### config.mk
export PLATFORM = sky130hd
export DESIGN_NAME = s2p_deserializer_flat
export DESIGN_NICKNAME = d
export VERILOG_FILES = /design/src/rtl/s2p_deserializer_if.sv /design/src/rtl/s2p_deserializer.sv /design/src/flat_wrapper.sv
export SDC_FILE = /design/constraint.sdc
export NUM_CORES = 1
export LEC_CHECK = 0
export ABC_AREA = 0
export CORE_MARGIN = 2
export CORE_UTILIZATION = 50
export CTS_CLUSTER_SIZE = 25
export DETAILED_ROUTE_END_ITERATION = 10
export PLACE_DENSITY = 0.83
export SLEW_MARGIN = 30
export SYNTH_ARGS = -nofsm -noshare
export SYNTH_HDL_FRONTEND = slang
export SYNTH_SLANG_ARGS = --single-unit
### constraint.sdc
create_clock -name clk -period 2.2 [get_ports clk]
set_input_delay 0.22 -clock clk [delete_from_list [all_inputs] [get_ports clk]]
set_output_delay 0.22 -clock clk [all_outputs]
set_load 0.02 [all_outputs]
### src/rtl/s2p_deserializer_if.sv
// Serial receive bundle: one serial bit in, recovered byte stream and link status out.
interface s2p_deserializer_if;
    logic       data_in;
    logic [7:0] data_out;
    logic       valid_out;
    logic       active_out;

    // master drives the serial line and observes the recovered bytes
    modport master (
        output data_in,
        input  data_out,
        input  valid_out,
        input  active_out
    );

    modport slave (
        input  data_in,
        output data_out,
        output valid_out,
        output active_out
    );
endinterface

### src/rtl/s2p_deserializer.sv
// LSB-first serial-to-parallel receiver: bit-level COM search, byte alignment by
// COM_COUNT consecutive aligned COMs, then forwarding of non-COM bytes.
module s2p_deserializer #(
    parameter logic [7:0]  COM       = 8'hBC,
    parameter int unsigned COM_COUNT = 4
) (
    input  logic                 clk,
    input  logic                 reset_L,
    s2p_deserializer_if.slave    bus
);

    typedef enum logic [1:0] {
        SEARCH = 2'd0,
        ALIGN  = 2'd1,
        ACTIVE = 2'd2
    } state_t;

    localparam logic [3:0] COM_TARGET = 4'(COM_COUNT);

    state_t     state_q, state_d;
    logic [7:0] sr_q, sr_d;
    logic [2:0] bit_cnt_q, bit_cnt_d;
    logic [3:0] com_cnt_q, com_cnt_d;
    logic [7:0] data_q, data_d;
    logic       valid_q, valid_d;
    logic       active_q, active_d;

    logic [7:0] win;
    logic       is_com;
    logic       boundary;

    // Newest bit enters at the top, so after 8 shifts the oldest bit is win[0].
    assign win      = {bus.data_in, sr_q[7:1]};
    assign is_com   = (win == COM);
    assign boundary = (bit_cnt_q == 3'd7);

    always_ff @(posedge clk or negedge reset_L) begin
        if (!reset_L) begin
            state_q   <= SEARCH;
            sr_q      <= 8'h00;
            bit_cnt_q <= 3'd0;
            com_cnt_q <= 4'd0;
            data_q    <= 8'h00;
            valid_q   <= 1'b0;
            active_q  <= 1'b0;
        end else begin
            state_q   <= state_d;
            sr_q      <= sr_d;
            bit_cnt_q <= bit_cnt_d;
            com_cnt_q <= com_cnt_d;
            data_q    <= data_d;
            valid_q   <= valid_d;
            active_q  <= active_d;
        end
    end

    always_comb begin
        state_d   = state_q;
        sr_d      = win;
        bit_cnt_d = bit_cnt_q + 3'd1;
        com_cnt_d = com_cnt_q;
        data_d    = data_q;
        valid_d   = 1'b0;

        case (state_q)
            SEARCH: begin
                // Phase is meaningless until a COM is seen; the COM's last bit
                // defines the next boundary 8 bits later.
                bit_cnt_d = 3'd0;
                if (is_com) begin
                    com_cnt_d = 4'd1;
                    state_d   = (COM_TARGET == 4'd1) ? ACTIVE : ALIGN;
                end
            end

            ALIGN: begin
                if (boundary) begin
                    if (is_com) begin
                        com_cnt_d = com_cnt_q + 4'd1;
                        if (com_cnt_d == COM_TARGET) begin
                            state_d = ACTIVE;
                        end
                    end else begin
                        com_cnt_d = 4'd0;
                        state_d   = SEARCH;
                    end
                end
            end

            ACTIVE: begin
                // COMs are idles: data_out keeps the last real byte.
                if (boundary && !is_com) begin
                    data_d  = win;
                    valid_d = 1'b1;
                end
            end

            default: begin
                state_d   = SEARCH;
                com_cnt_d = 4'd0;
                bit_cnt_d = 3'd0;
            end
        endcase
    end

    assign active_d = (state_d == ACTIVE);

    assign bus.data_out   = data_q;
    assign bus.valid_out  = valid_q;
    assign bus.active_out = active_q;

endmodule
### src/flat_wrapper.sv
// flat-port wrapper written by rule: the top's interface ports become plain ports
module s2p_deserializer_flat 
#(
    parameter logic [7:0]  COM       = 8'hBC,
    parameter int unsigned COM_COUNT = 4
)
  (clk, reset_L, bus_data_in, bus_data_out, bus_valid_out, bus_active_out);
  s2p_deserializer_if bus_i ();
  input  logic clk;
  input  logic reset_L;
  input wire logic [$bits(bus_i.data_in)-1:0] bus_data_in;
  output wire logic [$bits(bus_i.data_out)-1:0] bus_data_out;
  output wire logic [$bits(bus_i.valid_out)-1:0] bus_valid_out;
  output wire logic [$bits(bus_i.active_out)-1:0] bus_active_out;
  assign bus_i.data_in = bus_data_in;
  assign bus_data_out = bus_i.data_out;
  assign bus_valid_out = bus_i.valid_out;
  assign bus_active_out = bus_i.active_out;
  s2p_deserializer #(.COM(COM), .COM_COUNT(COM_COUNT)) u_core (.clk(clk), .reset_L(reset_L), .bus(bus_i));
endmodule
-- Yosys cells after proc, flatten, opt, wreduce, memory -nomap -nowiden
Index checks and enable logic that the tools add are counted.
- word-level logic and storage cells: 36
- register bits after elaboration: 27
- output and inout bits: 10
- reduce and logical (&&, ||, !) cells: 6
- muxes and demuxes: 12
- equal/unequal tests: 8
- bitwise gates (word level): 1
- $add $sub $neg: 2
- operators by type and width (cell ; count):
    two-way mux 4 bit ; 3
    one-hot mux 4 bit (3 select lines) ; 1
    == test 8 bit (second input constant) ; 1
    two-way mux 2 bit ; 4
    one-hot mux 2 bit (3 select lines) ; 1
    adder 4 x 1 -> 4 bit (second input constant) ; 1
    == test 2 bit (second input constant) ; 2
    == test 4 x 3 -> 1 bit (second input constant) ; 1
    != test 2 x 1 -> 1 bit (second input constant) ; 2
    adder 3 x 1 -> 3 bit (second input constant) ; 1
    == test 3 bit (second input constant) ; 1
    two-way mux 3 bit ; 1
    AND reduction 3 bit ; 1
    == test 2 x 1 -> 1 bit (second input constant) ; 1
    logical NOT 2 bit ; 1
    two-way mux 1 bit ; 2
    AND reduction 2 bit ; 1
    OR reduction 2 bit ; 1
    logical AND 1 bit ; 1
    logical NOT 1 bit ; 1
    NOT 1 bit ; 1

-- Longest topological paths before layout
Gate-level depths: netlist of run 1.
- word-level depth: 7
- mapped depth: 6

-- Worst setup path after synthesis of run 1
Ideal clock, no wire load.
- path kind: register to register
- start: reg u_core.bit_cnt_q[0]
- end: reg u_core.data_q[0] (netlist: u_core.bus.data_out[0])
- arrival: 1.387 ns
- path buffers: 0
- cell stages (with the launch flop): 7
- setup slack: 0.688 ns
- setup time: 0.125 ns
- required time: 2.075 ns
- cells stage by stage: dfrtp_1 ha_1 ha_1 inv_1 a21oi_2 nand2_2 mux2_2
- word-level cells in the longest chain between the ends: 3
- RTL lines (element ; RTL line ; text):
    start, declared ; s2p_deserializer.sv:22 ; logic [2:0] bit_cnt_q, bit_cnt_d;
    start signal, assigned ; s2p_deserializer.sv:49 ; bit_cnt_q <= bit_cnt_d;
    == test 3 bit ; s2p_deserializer.sv:35 ; assign boundary = (bit_cnt_q == 3'd7);
    logical AND 1 bit ; s2p_deserializer.sv:92 ; if (boundary && !is_com) begin
    AND reduction 2 bit (no line) ; - ;
    end signal, assigned ; s2p_deserializer.sv:51 ; data_q <= data_d;
    end, declared ; s2p_deserializer.sv:24 ; logic [7:0] data_q, data_d;
No other way between the ends.
A chain may end at the register's enable or synchronous reset.

-- Worst setup path in the final report of run 1
- start: reg u_core.com_cnt_q[0]
- end: reg u_core.active_q (netlist: u_core.bus.active_out)
- word-level cells in the longest chain between the ends: 7
- RTL lines (element ; RTL line ; text):
    start, declared ; s2p_deserializer.sv:23 ; logic [3:0] com_cnt_q, com_cnt_d;
    start signal, assigned ; s2p_deserializer.sv:50 ; com_cnt_q <= com_cnt_d;
    adder 4 x 1 -> 4 bit ; s2p_deserializer.sv:79 ; com_cnt_d = com_cnt_q + 4'd1;
    == test 4 x 3 -> 1 bit ; s2p_deserializer.sv:80 ; if (com_cnt_d == COM_TARGET) begin
    two-way mux 2 bit ; s2p_deserializer.sv:80 ;
    two-way mux 2 bit ; s2p_deserializer.sv:78 ; if (is_com) begin
    two-way mux 2 bit ; s2p_deserializer.sv:77 ; if (boundary) begin
    one-hot mux 2 bit (3 select lines) ; s2p_deserializer.sv:65 ; case (state_q)
    == test 2 bit ; s2p_deserializer.sv:106 ; assign active_d = (state_d == ACTIVE);
    via u_core.active_d ; s2p_deserializer.sv:26 ; logic active_q, active_d;
    end signal, assigned ; s2p_deserializer.sv:53 ; active_q <= active_d;
    end, declared ; s2p_deserializer.sv:26 ;
The timed path passes the listed nets, and every way through them passes these cells.

==> results.ini, run 1 <==
[power]
totalPowerFinal_mw = 0.876
swShare_pct = 20.0
p_int_mw = 0.701
ir_drop_mv = 0.450
total_leakage_power_nw = 0.637
power_frac_comb_pct = 5.6
seqPwrFrac_pct = 57.2
power.density_mw_per_mm2 = 627
p_sw_mw = 0.175
clockPowerShare_pct = 37.2

[setup_path]
path_depth = 5
crit_required_ps = 2440
critPathLaunchType = register
cpMaxStageDelayCell = dfrtp_1
worstSetupPathType = register to register
cp_max_fo = 8
r2r_cells = 5
endpoint_kind = register
slowest_delay_ps = 480
startpoint = u_core.com_cnt_q[0]$_DFFE_PN0P_
path_cells = ha_1 > nand3b_1 > o31ai_2 > nand4_1 > a221oi_2
endpoint = u_core.bus.active_out$_DFF_PN0_
crit_arrival_ps = 1990
crit_family = compound AO/OA/AOI/OAI gates
timing.rr.start = u_core.com_cnt_q[0]$_DFFE_PN0P_
ff2ff_setup_slack_ps = 450
path_buf_inv = 0
r2r-end = u_core.bus.active_out$_DFF_PN0_

[layout]
finalNetCount = 122
fin_cells = 137
syn_to_final_growth_pct = 17.7
antennaDiodeCount = 0
utilization_pct = 62.5
final_cell_area_mm2 = 0.00140
final_common_cell = dfrtp_1
final_cell_mix = 26 x dfrtp_1, 12 x clkdlybuf4s50_1, 9 x ha_1
drive_gt1_share_pct = 18.3

[clock_network]
cts_buffers = 3
htreeDepth = 1
postCtsHoldBufs = 0
clk_pin_slew_worst_paths_ps = 140
post_cts_resized = 0
clk_path_buf_depth = 2
cts_tree = built
clkSinkCount = 26
cts_setup_buffers = 0
cts_root_buf = clkbuf_4
clk_latency_ps = 320

[drt]
wl_mm = 2.00
wl_per_cell_um = 14.6
vias_per_cell = 5.60
drc = 0
ant_nets = 0
first_pass_iters = 5
drt_iter0_markers = 10
via_count = 767

[global_routing]
grt_pass1_vias = 838
grt_usage_pct = 17.6
grt_overflow = 0
antenna_found_initial = 0
grt_pass1_wl_mm = 3.57
grt_max_degree = 27

[synthesis]
yosysSeqAreaShare_pct = 54.9
syn-num-nets = 105
ys_ff_latch = 26
ys_types = 31
yosys_warnings = 0
synth_area_per_cell_um2 = 12.8
syn-cell-area_mm2 = 0.00119
synthCells = 93

[sta]
finClkSkew_ps = 4.76
period_minus_slack_ps = 1750
maxClockFrequency_mhz = 572
slew_violations = 0
slew_headroom_pct = 72.1
hold_violations = 0
hold_slack_ps = 234
period_share_pct = 79.4
tightest_slew_ps = 408
setup_violations = 0
layout_setup_ws_ps = 452
rsz0062_at_grt = false
fin_tns_setup_ps = 0

[die]
start_util_pct = 53.1
die_h_um = 52.7
die_x_um = 52.7
rows = 17
dieArea_mm2 = 0.00278
core_area_mm2 = 0.00223
num_io_pins = 13

[placement]
placed_cell_area_mm2 = 0.00134
dp_slack_ps = 415
dp_hpwl_mm = 1.48
placedCellCount = 133
port_buffers = 12
gp_congestion = 0.802

[min_path]
hold_class = primary input to asynchronous set/reset pin

[job]
drv_cap = 0

[status]
status = complete, no violations

## worst register-to-register path, stage by stage, from the launching register on
cell and delay, ps:
dfrtp_1 480, ha_1 260, nand3b_1 180, o31ai_2 280, nand4_1 190, a221oi_2 280
## state kept, by name, summed over array words and instances (netlist names)
name,flops
u_core.bus.active_out,1
u_core.bus.data_out,8
u_core.sr_q,7
u_core.state_q,2
u_core.bit_cnt_q,3
u_core.com_cnt_q,4
u_core.bus.valid_out,1
## per-layer routing
metal	vias up	track usage [%]	part of all wire, %
li1	368	-	-
met1	381	22.6	45
met2	15	29.0	50
met3	3	4.29	4.5
met4	0	5.56	1.1
met5	-	0	0
## Yosys cell counts
master      n  share of area (%)
nand2_2     1               0.53
nand4_1     1               0.53
nor2_1      3               0.95
o22a_1      1               0.74
ha_1        9                9.5
inv_1       5                1.6
buf_2       1               0.42
nor2b_1     3                1.6
and2_1      3                1.6
a21oi_2     1               0.74
o31ai_2     1                1.1
and4bb_4    1                1.4
o211ai_1    1               0.63
o2bb2ai_1   3                2.2
nand2_1     5                1.6
nor3_1      2               0.84
mux2_2      8                7.6
a2111oi_0   1               0.74
a21o_1      2                1.3
a221oi_2    1                1.3
and4b_1     1               0.84
a21boi_0    1               0.63
and2_2      1               0.63
a21oi_1     5                2.1
a31oi_1     1               0.53
nand3_1     1               0.42
nand4bb_1   1               0.95
dfrtp_1    26                 55
nand3b_1    1               0.63
and3b_1     1               0.74
o221a_2     1               0.95
## power by group through the flow
stage	Sequential [mW]	Combinational, mW	Clock, mW
after floorplan	0.517	0.00921	0
after global placement	0.509	0.0496	0
after detailed placement	0.510	0.0508	0
after CTS	0.501	0.0510	0.333
after global routing	0.502	0.0539	0.358
final	0.501	0.0494	0.326
## worst min path at each step
stage,startpoint,endpoint,slack (ps),cells after the start
after detailed placement,u_core.sr_q[7]$_DFF_PN0_,u_core.sr_q[6]$_DFF_PN0_,380,0
after global routing,reset_L,u_core.bus.valid_out$_DFF_PN0_,260,2
after CTS,reset_L,u_core.bus.valid_out$_DFF_PN0_,250,2
after global placement,u_core.sr_q[2]$_DFF_PN0_,u_core.sr_q[1]$_DFF_PN0_,380,0
after floorplan,reset_L,u_core.bit_cnt_q[0]$_DFF_PN0_,-80,0
final,reset_L,u_core.bus.valid_out$_DFF_PN0_,230,2
## final cells by class
cell class                 count  area, um2
tap                           28       35.0
fill                         183        837
multi-input combinational     61        512
clock buffer                   3       22.5
inverter                       5       18.8
sequential                    26        651
timing repair buffer          13        128
clock inverter                 1       30.0
## kinds of logic (layout without fill, tap and decap cells)
family | count (synthesis) | after routing | synth area share, %
DFF | 26 | 26 | 54.9
adders and majority gates | 9 | 9 | 9.49
buffers and inverters | 6 | 22 | 2.00
muxes | 8 | 8 | 7.60
AOI/OAI and AO/OA | 19 | 19 | 12.9
and+or+nand+nor | 25 | 25 | 13.2
Power figures use the tool's default switching activity.
==> run 2: changes to the inputs <==
clock period = 1.7 ns   (was 2.2 ns; I/O delays follow)
==> run 2 against run 1 <==
Final area grew 4.2%. Register-to-register slack worse by 410 ps. Sequential share of layout area decreased by 1.7 points. Clock skew grew 1.7 ps. Sequential power up 29%. Worst setup slack worse by 410 ps. Via count grew 3.1%. Combinational power is 29% higher. Maximum frequency grew 5.7%. Highest routed layer unchanged. Critical path type unchanged. Clock power grew 31%. First-iteration DRC count fell by 40%.
==> results.ini, run 2 (same netlist as run 1, synthesis figures left out) <==
[status]
status = complete, no violations

[drt]
vias_per_cell = 5.61  ; +0.20%
wl_per_cell_um = 14.5  ; -0.30%
drt_iter0_markers = 6  ; -4
first_pass_iters = 4  ; -1
via_count = 791  ; +3.1%
ant_nets = 0  ; unchanged
drc = 0  ; unchanged
wl_mm = 2.05  ; +2.6%

[sta]
slew_headroom_pct = 75.1  ; +3.0 points
rsz0062_at_grt = true
period_minus_slack_ps = 1650  ; -94.9 ps
hold_violations = 0  ; unchanged
period_share_pct = 97.2  ; +18 points
maxClockFrequency_mhz = 605  ; +5.7%
finClkSkew_ps = 6.43  ; +1.67 ps
hold_slack_ps = 177  ; -57.1 ps
setup_violations = 0  ; unchanged
tightest_slew_ps = 364  ; -43.5 ps
slew_violations = 0  ; unchanged

[global_routing]
grt_pass1_vias = 823  ; -1.8%
grt_usage_pct = 17.8  ; +0.23 points
grt_overflow = 0  ; unchanged
antenna_found_initial = 0  ; unchanged
grt_max_degree = 27  ; unchanged
grt_pass1_wl_mm = 3.57  ; unchanged

[setup_path]
r2r_cells = 5  ; unchanged
timing.rr.start = u_core.com_cnt_q[1]$_DFFE_PN0P_
cp_max_fo = 4  ; -4
crit_arrival_ps = 1900  ; -90 ps
r2r-end = u_core.bus.active_out$_DFF_PN0_
endpoint_kind = register
crit_required_ps = 1950  ; -490 ps
critPathLaunchType = register
ff2ff_setup_slack_ps = 50  ; -410 ps
worstSetupPathType = register to register

[placement]
placed_cell_area_mm2 = 0.00136  ; +1.1%
dp_hpwl_mm = 1.48  ; +0.34%
port_buffers = 12  ; unchanged
gp_congestion = 0.796  ; -0.82%

[layout]
final_cell_mix = 24 x dfrtp_1, 12 x clkdlybuf4s50_1, 8 x mux2_2, 8 x ha_1
fillCellCount = 178  ; -2.7%
final_cell_area_mm2 = 0.00146  ; +4.2%
finalNetCount = 126  ; +3.3%
largest_reg_flops = 8  ; unchanged
antennaDiodeCount = 0  ; unchanged
syn_to_final_growth_pct = 22.7
drive_gt1_share_pct = 23.9  ; +5.5 points
final_common_cell = dfrtp_1
utilization_pct = 65.2  ; +2.6 points

[die]
dieArea_mm2 = 0.00278  ; unchanged
die_x_um = 52.7  ; unchanged
start_util_pct = 53.1  ; unchanged
die_h_um = 52.7  ; unchanged
num_io_pins = 13  ; unchanged
core_area_mm2 = 0.00223  ; unchanged
rows = 17  ; unchanged

[clock_network]
clkSinkCount = 26  ; unchanged
cts_root_buf = clkbuf_4
cts_tree = built
clk_path_buf_depth = 2  ; unchanged
clk_latency_ps = 330  ; about the same
cts_buffers = 3  ; unchanged
htreeDepth = 1  ; unchanged
postCtsHoldBufs = 0  ; unchanged
clk_pin_slew_worst_paths_ps = 140  ; about the same

[power]
total_leakage_power_nw = 0.653  ; +2.5%
power.density_mw_per_mm2 = 782  ; +25%
ir_drop_mv = 0.667  ; +48%
totalPowerFinal_mw = 1.14  ; +30%

[job]
drv_cap = 0  ; unchanged

[min_path]
hold_class = primary input to asynchronous set/reset pin

-- run 2: cell count changes in the layout (fill, tap and decap cells not counted), sizes merged --
cell  before  now
buf        1    5
-- run 2: where the power goes --
part	internal [mW]	total [mW]	switching (mW)	leakage (nW)
Combinational	0.0314	0.0639	0.0325	0.314
Clock	0.239	0.426	0.187	0.0279
Sequential	0.637	0.648	0.0112	0.311
Total	0.907	1.14	0.231	0.653
-- run 2: cell type report --
type                            count  area [um2]  share of cell area [%]
Sequential cell                    26         653                    44.9
Clock buffer                        3        22.5                    1.55
Multi-Input combinational cell     61         538                    37.0
Inverter                            5        18.8                    1.29
Timing Repair Buffer               17         158                    10.8
Clock inverter                      1        30.0                    2.06
Tap cell                           28        35.0                    2.41
-- run 2: worst max-delay path by stage --
stage                     slack (ps)                             from                                  to  cells past startpoint
after global placement            40                      bus_data_in  u_core.bus.data_out[7]$_DFFE_PN0P_                      5
after floorplan                  190    u_core.bit_cnt_q[0]$_DFF_PN0_  u_core.bus.data_out[0]$_DFFE_PN0P_                      6
after CTS                         60  u_core.com_cnt_q[1]$_DFFE_PN0P_     u_core.bus.active_out$_DFF_PN0_                      5
after detailed placement         -20                      bus_data_in  u_core.bus.data_out[6]$_DFFE_PN0P_                      5
final                             50  u_core.com_cnt_q[1]$_DFFE_PN0P_     u_core.bus.active_out$_DFF_PN0_                      5
after global routing             -30  u_core.com_cnt_q[1]$_DFFE_PN0P_     u_core.bus.active_out$_DFF_PN0_                      5
-- run 2: repair_timing --
| action | in CTS | in global routing |
|---|---|---|
| pin swaps | 0 | 5 |
| gates resized for setup | 1 | 5 |
| setup buffers | 0 | 2 |
| gates cloned | 0 | 0 |
| setup endpoints to repair | 1 | 1 |
-- run 2: through the flow --
step / setup WS (ps) / setup TNS [ps] / cells
final: 47.2 / 0 / 141
after floorplan: 188 / 0 / 93
after detailed placement: -21.4 / -88.3 / 135
after CTS: 59.5 / 0 / 139
after global routing: -31.2 / -31.2 / 141
after global placement: 38.7 / 0 / 135
-- run 2: critical path, cell delays in order (launching register included) --
cell	delay (ps)
dfrtp_2	470
ha_4	170
nand3b_1	200
o31ai_4	280
o211ai_1	160
a221oi_2	300
-- run 2: layer usage --
layer	GRT usage (%)	up-vias	wire length [um]
met5	0	-	0
met4	7.26	0	27
met3	4.00	3	77
met2	30.0	11	1030
met1	21.8	401	913
li1	-	376	-
